$ cat src/rtl/loader_pkg.sv
// Shared types and defaults for the program loader.
// Latency: n/a (package only).
// Backpressure: n/a.
//
// Contents:
//   LD_WORD_SIZE       data nibble width, kept equal to the shared WORD_SIZE define
//   LD_ADDR_WIDTH      instruction/data memory address width (16 words)
//   LD_TIMEOUT_CYCLES  default idle budget between nibbles once a load has started
//   state_t            loader FSM states
//   is_loading()       true in the states where the image stream is being consumed
package loader_pkg;

  localparam int LD_WORD_SIZE      = 4;
  localparam int LD_ADDR_WIDTH     = 4;
  localparam int LD_TIMEOUT_CYCLES = 255;

  typedef enum logic [2:0] {
    HDR  = 3'd0,
    DATA = 3'd1,
    CHK  = 3'd2,
    RUN  = 3'd3,
    FAIL = 3'd4
  } state_t;

  // DATA and CHK are the phases where busy is high and the idle timer runs.
  function automatic logic is_loading(input state_t s);
    return (s == DATA) || (s == CHK);
  endfunction

endpackage

$ cat src/rtl/loader_timeout.sv
// Idle-cycle watchdog for the loader stream.
// Latency: expired is combinational from the counter and the clear/enable inputs.
// Backpressure: none; the counter only observes handshake activity.
//
// Ports:
//   clk, reset   clock and synchronous active-low reset
//   clear        a handshake happened this cycle (or the timer is not in use)
//   enable       the loader is in a phase where idle time is limited
//   expired      this is the TIMEOUT_CYCLES-th consecutive idle cycle
module loader_timeout
  import loader_pkg::*;
#(
  parameter int TIMEOUT_CYCLES = LD_TIMEOUT_CYCLES
) (
  input  logic clk,
  input  logic reset,
  input  logic clear,
  input  logic enable,
  output logic expired
);

  // The count never needs to exceed TIMEOUT_CYCLES-1: the loader leaves the
  // timed phase in the same cycle expired is raised.
  localparam int CW = (TIMEOUT_CYCLES > 1) ? $clog2(TIMEOUT_CYCLES) : 1;
  localparam logic [CW-1:0] LAST_IDLE = CW'(TIMEOUT_CYCLES - 1);

  logic [CW-1:0] r_count;

  always_ff @(posedge clk) begin
    if (!reset) begin
      r_count <= '0;
    end else if (clear || !enable) begin
      r_count <= '0;
    end else if (!expired) begin
      r_count <= r_count + 1'b1;
    end
  end

  // r_count holds the number of idle cycles already elapsed; when it reads
  // TIMEOUT_CYCLES-1 and this cycle is idle too, the budget is used up.
  assign expired = enable && !clear && (r_count == LAST_IDLE);

endmodule

$ cat src/rtl/program_loader.sv
// Loads a header/data/checksum nibble stream into the 16-word memory and releases the CPU on a good checksum.
// Latency: memory write 1 cycle after each data handshake; cpu_run 1 cycle after the checksum handshake.
// Backpressure: in_ready is low outside HDR/DATA/CHK and whenever load_req is high; the write port has none.
//
// Ports:
//   clk, reset          clock and synchronous active-low reset
//   in_data/in_valid    stream nibble and its qualifier
//   in_ready            loader takes a nibble this cycle
//   load_req            abort anything in progress and wait for a new header
//   mem_we/addr/wdata   registered one-cycle memory write port
//   cpu_run             high releases the CPU
//   busy                high while consuming data or checksum
//   error               sticky failure flag, cleared by the next header
module program_loader
  import loader_pkg::*;
#(
  parameter int WORD_SIZE      = LD_WORD_SIZE,
  parameter int ADDR_WIDTH     = LD_ADDR_WIDTH,
  parameter int TIMEOUT_CYCLES = LD_TIMEOUT_CYCLES
) (
  input  logic                  clk,
  input  logic                  reset,
  input  logic [WORD_SIZE-1:0]  in_data,
  input  logic                  in_valid,
  output logic                  in_ready,
  input  logic                  load_req,
  output logic                  mem_we,
  output logic [ADDR_WIDTH-1:0] mem_addr,
  output logic [WORD_SIZE-1:0]  mem_wdata,
  output logic                  cpu_run,
  output logic                  busy,
  output logic                  error
);

  state_t r_state;
  state_t w_next_state;

  // Words still to come minus one; reaching zero on a data handshake means
  // the last word of the image has just been taken.
  logic [WORD_SIZE-1:0]  r_remaining;
  logic [ADDR_WIDTH-1:0] r_addr;
  logic [WORD_SIZE-1:0]  r_acc;
  logic                  r_error;

  logic                  r_mem_we;
  logic [ADDR_WIDTH-1:0] r_mem_addr;
  logic [WORD_SIZE-1:0]  r_mem_wdata;

  logic w_accepting;
  logic w_xfer;
  logic w_loading;
  logic w_expired;

  // in_ready depends only on state and load_req, never on in_valid, so the
  // handshake can be formed here without a combinational loop.
  assign w_accepting = ((r_state == HDR) || is_loading(r_state)) && !load_req;
  assign w_xfer      = in_valid && w_accepting;
  assign w_loading   = is_loading(r_state);

  loader_timeout #(
    .TIMEOUT_CYCLES (TIMEOUT_CYCLES)
  ) u_timeout (
    .clk     (clk),
    .reset   (reset),
    .clear   (w_xfer),
    .enable  (w_loading),
    .expired (w_expired)
  );

  // ---------------------------------------------------------------------------
  // FSM: state register
  // ---------------------------------------------------------------------------
  always_ff @(posedge clk) begin
    if (!reset) begin
      r_state <= HDR;
    end else begin
      r_state <= w_next_state;
    end
  end

  // ---------------------------------------------------------------------------
  // FSM: next state and state-decoded outputs
  // ---------------------------------------------------------------------------
  always_comb begin
    w_next_state = r_state;
    cpu_run      = 1'b0;
    busy         = 1'b0;

    unique case (r_state)
      HDR: begin
        if (w_xfer) w_next_state = DATA;
      end
      DATA: begin
        busy = 1'b1;
        if (w_xfer) begin
          if (r_remaining == '0) w_next_state = CHK;
        end else if (w_expired) begin
          w_next_state = FAIL;
        end
      end
      CHK: begin
        busy = 1'b1;
        if (w_xfer) begin
          w_next_state = (in_data == r_acc) ? RUN : FAIL;
        end else if (w_expired) begin
          w_next_state = FAIL;
        end
      end
      RUN: begin
        cpu_run = 1'b1;
      end
      FAIL: begin
        w_next_state = HDR;
      end
      default: begin
        w_next_state = HDR;
      end
    endcase

    // An abort overrides every other transition.
    if (load_req) w_next_state = HDR;
  end

  // ---------------------------------------------------------------------------
  // Datapath: count, address, checksum, error flag and the write port
  // ---------------------------------------------------------------------------
  always_ff @(posedge clk) begin
    if (!reset) begin
      r_remaining <= '0;
      r_addr      <= '0;
      r_acc       <= '0;
      r_error     <= 1'b0;
      r_mem_we    <= 1'b0;
      r_mem_addr  <= '0;
      r_mem_wdata <= '0;
    end else begin
      r_mem_we <= 1'b0;

      // FAIL lasts one cycle; latch the sticky flag on the way out so it
      // survives into HDR and through any abort.
      if (r_state == FAIL) r_error <= 1'b1;

      if (w_xfer) begin
        unique case (r_state)
          HDR: begin
            r_remaining <= in_data;
            r_addr      <= '0;
            r_acc       <= '0;
            r_error     <= 1'b0;
          end
          DATA: begin
            r_mem_we    <= 1'b1;
            r_mem_addr  <= r_addr;
            r_mem_wdata <= in_data;
            // For a 16-word image this wraps to 0 on the last word, which is
            // harmless because the count moves the FSM to CHK first.
            r_addr      <= r_addr + 1'b1;
            r_acc       <= r_acc + in_data;
            r_remaining <= r_remaining - 1'b1;
          end
          default: begin
          end
        endcase
      end
    end
  end

  assign in_ready  = w_accepting;
  assign mem_we    = r_mem_we;
  assign mem_addr  = r_mem_addr;
  assign mem_wdata = r_mem_wdata;
  // FAIL is visible on error in the very cycle it is entered.
  assign error     = r_error || (r_state == FAIL);

endmodule

$ cat config.mk
export PLATFORM = sky130hd
export DESIGN_NAME = program_loader
export DESIGN_NICKNAME = d
export VERILOG_FILES = /design/src/rtl/loader_pkg.sv /design/src/rtl/loader_timeout.sv /design/src/rtl/program_loader.sv
export SDC_FILE = /design/constraint.sdc
export NUM_CORES = 1
export LEC_CHECK = 0
export CELL_PAD_IN_SITES_DETAIL_PLACEMENT = 0
export CELL_PAD_IN_SITES_GLOBAL_PLACEMENT = 1
export CORE_MARGIN = 5
export CORE_UTILIZATION = 35
export CTS_BUF_LIST = sky130_fd_sc_hd__clkbuf_8
export DETAILED_ROUTE_END_ITERATION = 12
export PLACE_DENSITY_LB_ADDON = 0.25
export SYNTH_ARGS = -nofsm -noshare
export SYNTH_HDL_FRONTEND = slang
export SYNTH_SLANG_ARGS = --single-unit
$ cat constraint.sdc
create_clock -name clk -period 1.91 [get_ports clk]
set_input_delay 0.191 -clock clk [delete_from_list [all_inputs] [get_ports clk]]
set_output_delay 0.191 -clock clk [all_outputs]
set_load 0.1 [all_outputs]
==> flow_metrics.py <==
metrics = {
    "clocking": {
        "path_clk_slew_ns": 0.07,
        "cts_hold_buf": 0,
        "htree_levels": 2,
        "clk_latency_ns": 0.28,
        "cts_root_buf": "clkbuf_8",
        "cts_tree": "yes",
        "post-cts-setup-buffers": 0,
        "cts_resized": 0,
        "cts_made_buffers": 5,
        "clockBufferDepth": 2,
        "cts_sinks": 33,
    },
    "cells_and_area": {
        "layout-drive-gt1-share_pct": 20.7,
        "final_cell_mix": "nand2_1, dfxtp_1, buf_4",
        "instances_no_fill": 313,
        "antennaDiodeCount": 0,
        "fillers": 495,
        "final_nets": 261,
        "layout_commonest_cell": "nand2_1",
        "syn_to_final_growth_pct": 30.4,
    },
    "routing": {
        "ant_nets": 0,
        "first_iter_violations": 114,
        "wl_per_cell_um": 13.1,
        "first_pass_iters": 4,
        "num_vias": 1565,
        "via_per_inst": 5.00,
        "wl_mm": 4.09,
        "drc": 0,
    },
    "worst_hold_path": {
        "hold_path.class": "register to register",
        "hold_depth": 2,
    },
    "grt": {
        "antenna_found_initial": 0,
        "grt_max_degree": 32,
        "use_met3_pct": 4.10,
        "first_global_vias": 1515,
        "busiest_layer": "met2",
        "grtUsageMet2_pct": 21.9,
        "track_usage_pct": 14.2,
        "grt_overflow": 0,
        "met1_usage_pct": 18.5,
        "grt_pass1_wl_mm": 7.09,
    },
    "setup_path": {
        "required_ns": 2.09,
        "start_kind": "register",
        "rr_startpoint": "u_timeout.r_count[2]",
        "endpoint_kind": "register",
        "path_class": "register to register",
        "crit_end": "u_timeout.r_count[5]",
        "crit_path_start": "u_timeout.r_count[2]",
        "ff2ff_path_depth": 4,
        "cp_max_fo": 14,
        "rrSetupSlack_ns": 0.17,
        "arrival_ns": 1.91,
        "worstReg2RegEnd": "u_timeout.r_count[5]",
    },
    "logic_synthesis": {
        "ys_top_cells_by_area": "dfxtp_1, nand2_1, a21boi_0, ha_1, a21oi_1",
        "ys_async_sr_fraction_pct": 0,
        "ys_ff_latch": 33,
        "yosys_warnings": 0,
        "syn_nets": 225,
        "synth_flop_cell": "dfxtp_1",
        "synth_area_per_cell_sq_um": 8.39,
        "synth_top_area_share_pct": 37.7,
        "yosysTopAreaCell": "dfxtp_1",
        "synth_edf_count": 0,
        "yosysSeqAreaShare_pct": 37.7,
        "netlist_instances": 209,
        "synthesis.area_sq_um": 1750,
        "synth_cell_type_count": 43,
    },
    "power_and_ir_drop": {
        "p_sw_mw": 0.360,
        "p_int_mw": 1.19,
        "leakagePower_nw": 0.901,
        "swShare_pct": 23.2,
        "seqPwrFrac_pct": 45.3,
        "clkPwrFrac_pct": 43.8,
        "power_frac_comb_pct": 10.9,
        "powerDensity_nw_per_um2": 679,
        "ir_drop_uv": 265,
    },
    "timing": {
        "finalCritPeriodShare_pct": 90.9,
        "final_hold_viol_count": 0,
        "fin_setup_tns_ns": 0,
        "rsz0062_at_grt": "false",
        "setup_viol": 0,
        "timing.final.max_slew_violations": 0,
        "maxSlewHeadroom_pct": 67.7,
        "finalCriticalPeriod_ns": 1.74,
        "clock_skew_ns": 0.00436,
        "tightest_slew_ns": 0.485,
        "fmax_mhz": 576,
    },
    "run_status": {
        "status": "finished clean",
    },
    "placement": {
        "dpl.hpwl_mm": 2.96,
        "port-buffer-count": 20,
        "place_inst": 305,
        "place_congestion": 0.798,
    },
    "floorplan": {
        "ios": 21,
        "dieArea_sq_um": 6520,
        "die_h_um": 80.8,
        "initial_core_util_pct": 36.6,
        "die_w_um": 80.8,
        "coreArea_sq_um": 4790,
        "fp-row-count": 25,
    },
    "run": {
        "cap_violations": 0,
    },
}
[power groups by stage]
stage | Clock [mW] | Sequential, mW | Combinational (mW)
finish | 0.680 | 0.703 | 0.169
global placement | 0 | 0.719 | 0.170
CTS | 0.700 | 0.703 | 0.171
global route | 0.742 | 0.703 | 0.186
floorplan | 0 | 0.724 | 0.0920
detailed placement | 0 | 0.718 | 0.170
[worst max-delay path, cell delays in order, from the launching register on]
cell	delay, ns
dfxtp_1	0.41
and4_1	0.26
and4_1	0.53
a21oi_1	0.15
mux2_2	0.28
[layout make-up]
class	count	area (sq um)	share of cell area, %
repair buffers	42	383	16.7
flip-flops and latches	33	661	28.9
clock inverters	2	33.8	1.48
inverters	9	33.8	1.48
well taps	67	83.8	3.67
clock buffers	6	82.6	3.61
multi-input cells	154	1010	44.1
[flip-flops by register name, indices dropped and copies added, names as in the netlist, named ones only]
| name | flops |
|---|---|
| r_acc | 4 |
| r_remaining | 4 |
| mem_wdata | 4 |
| u_timeout.r_count | 8 |
| mem_addr | 4 |
| mem_we | 1 |
| r_state | 3 |
| r_addr | 4 |
[cell usage after synthesis (2+ instances only)]
master and instances:
a2111o_1 3, a21boi_0 13, a21oi_1 9, a22oi_1 2, a31oi_1 2, and2_1 4
and3_1 7, and4_1 2, buf_2 5, clkbuf_1 8, dfxtp_1 33, ha_1 7
inv_1 9, mux2_2 3, nand2_1 34, nand3_1 8, nand3b_1 3, nand4_1 3
nor2_1 9, nor2b_1 6, nor3_1 3, nor3b_1 2, nor4_1 2, o2111ai_1 4
o211ai_1 2, o21ai_0 4, o2bb2ai_1 2, or2_2 2, xnor2_1 4
[per-layer routing]
layer  part of all wire, %  wire [um]  up-vias
met4                   1.5         61        0
li1                      -          -      816
met3                   3.1        128        6
met2                    44       1820       22
met5                     0          0        -
met1                    51       2090      721
[through the flow]
step	total power [mW]	cell area, sq um	hold slack [ns]	setup WS [ns]	util, %
final	1.55	2290	0.462	0.174	47.8
after global routing	1.63	2290	0.483	0.0444	47.8
after CTS	1.57	2290	0.466	0.180	47.8
after detailed placement	0.888	2170	0.456	-0.0892	45.3
after global placement	0.888	2170	0.455	-0.0708	45.3
after floorplan	0.816	1760	0.336	0.150	-
[cell families (layout without fill, tap and decap cells)]
logic type | after synthesis | count (layout) | synth area share, %
flops | 33 | 33 | 37.7
fa+ha+maj | 8 | 8 | 6.14
simple gates | 91 | 91 | 27.1
mux | 4 | 4 | 2.50
buf+inv | 22 | 59 | 5.07
compound gates | 47 | 47 | 19.5
xor+xnor | 4 | 4 | 2.00
[how the worst min path moves through the flow]
stage / startpoint / to / slack [ns]
3_3_place_gp: mem_addr[2] / mem_addr[2] / 0.45
6_report: mem_wdata[1] / mem_wdata[1] / 0.46
4_1_cts: mem_wdata[1] / mem_wdata[1] / 0.47
5_1_grt: mem_addr[2] / mem_addr[2] / 0.48
3_5_place_dp: mem_wdata[1] / mem_wdata[1] / 0.46
2_1_floorplan: in_data[0] / mem_wdata[0] / 0.34
No activity file was read; power rests on OpenSTA's default activity.
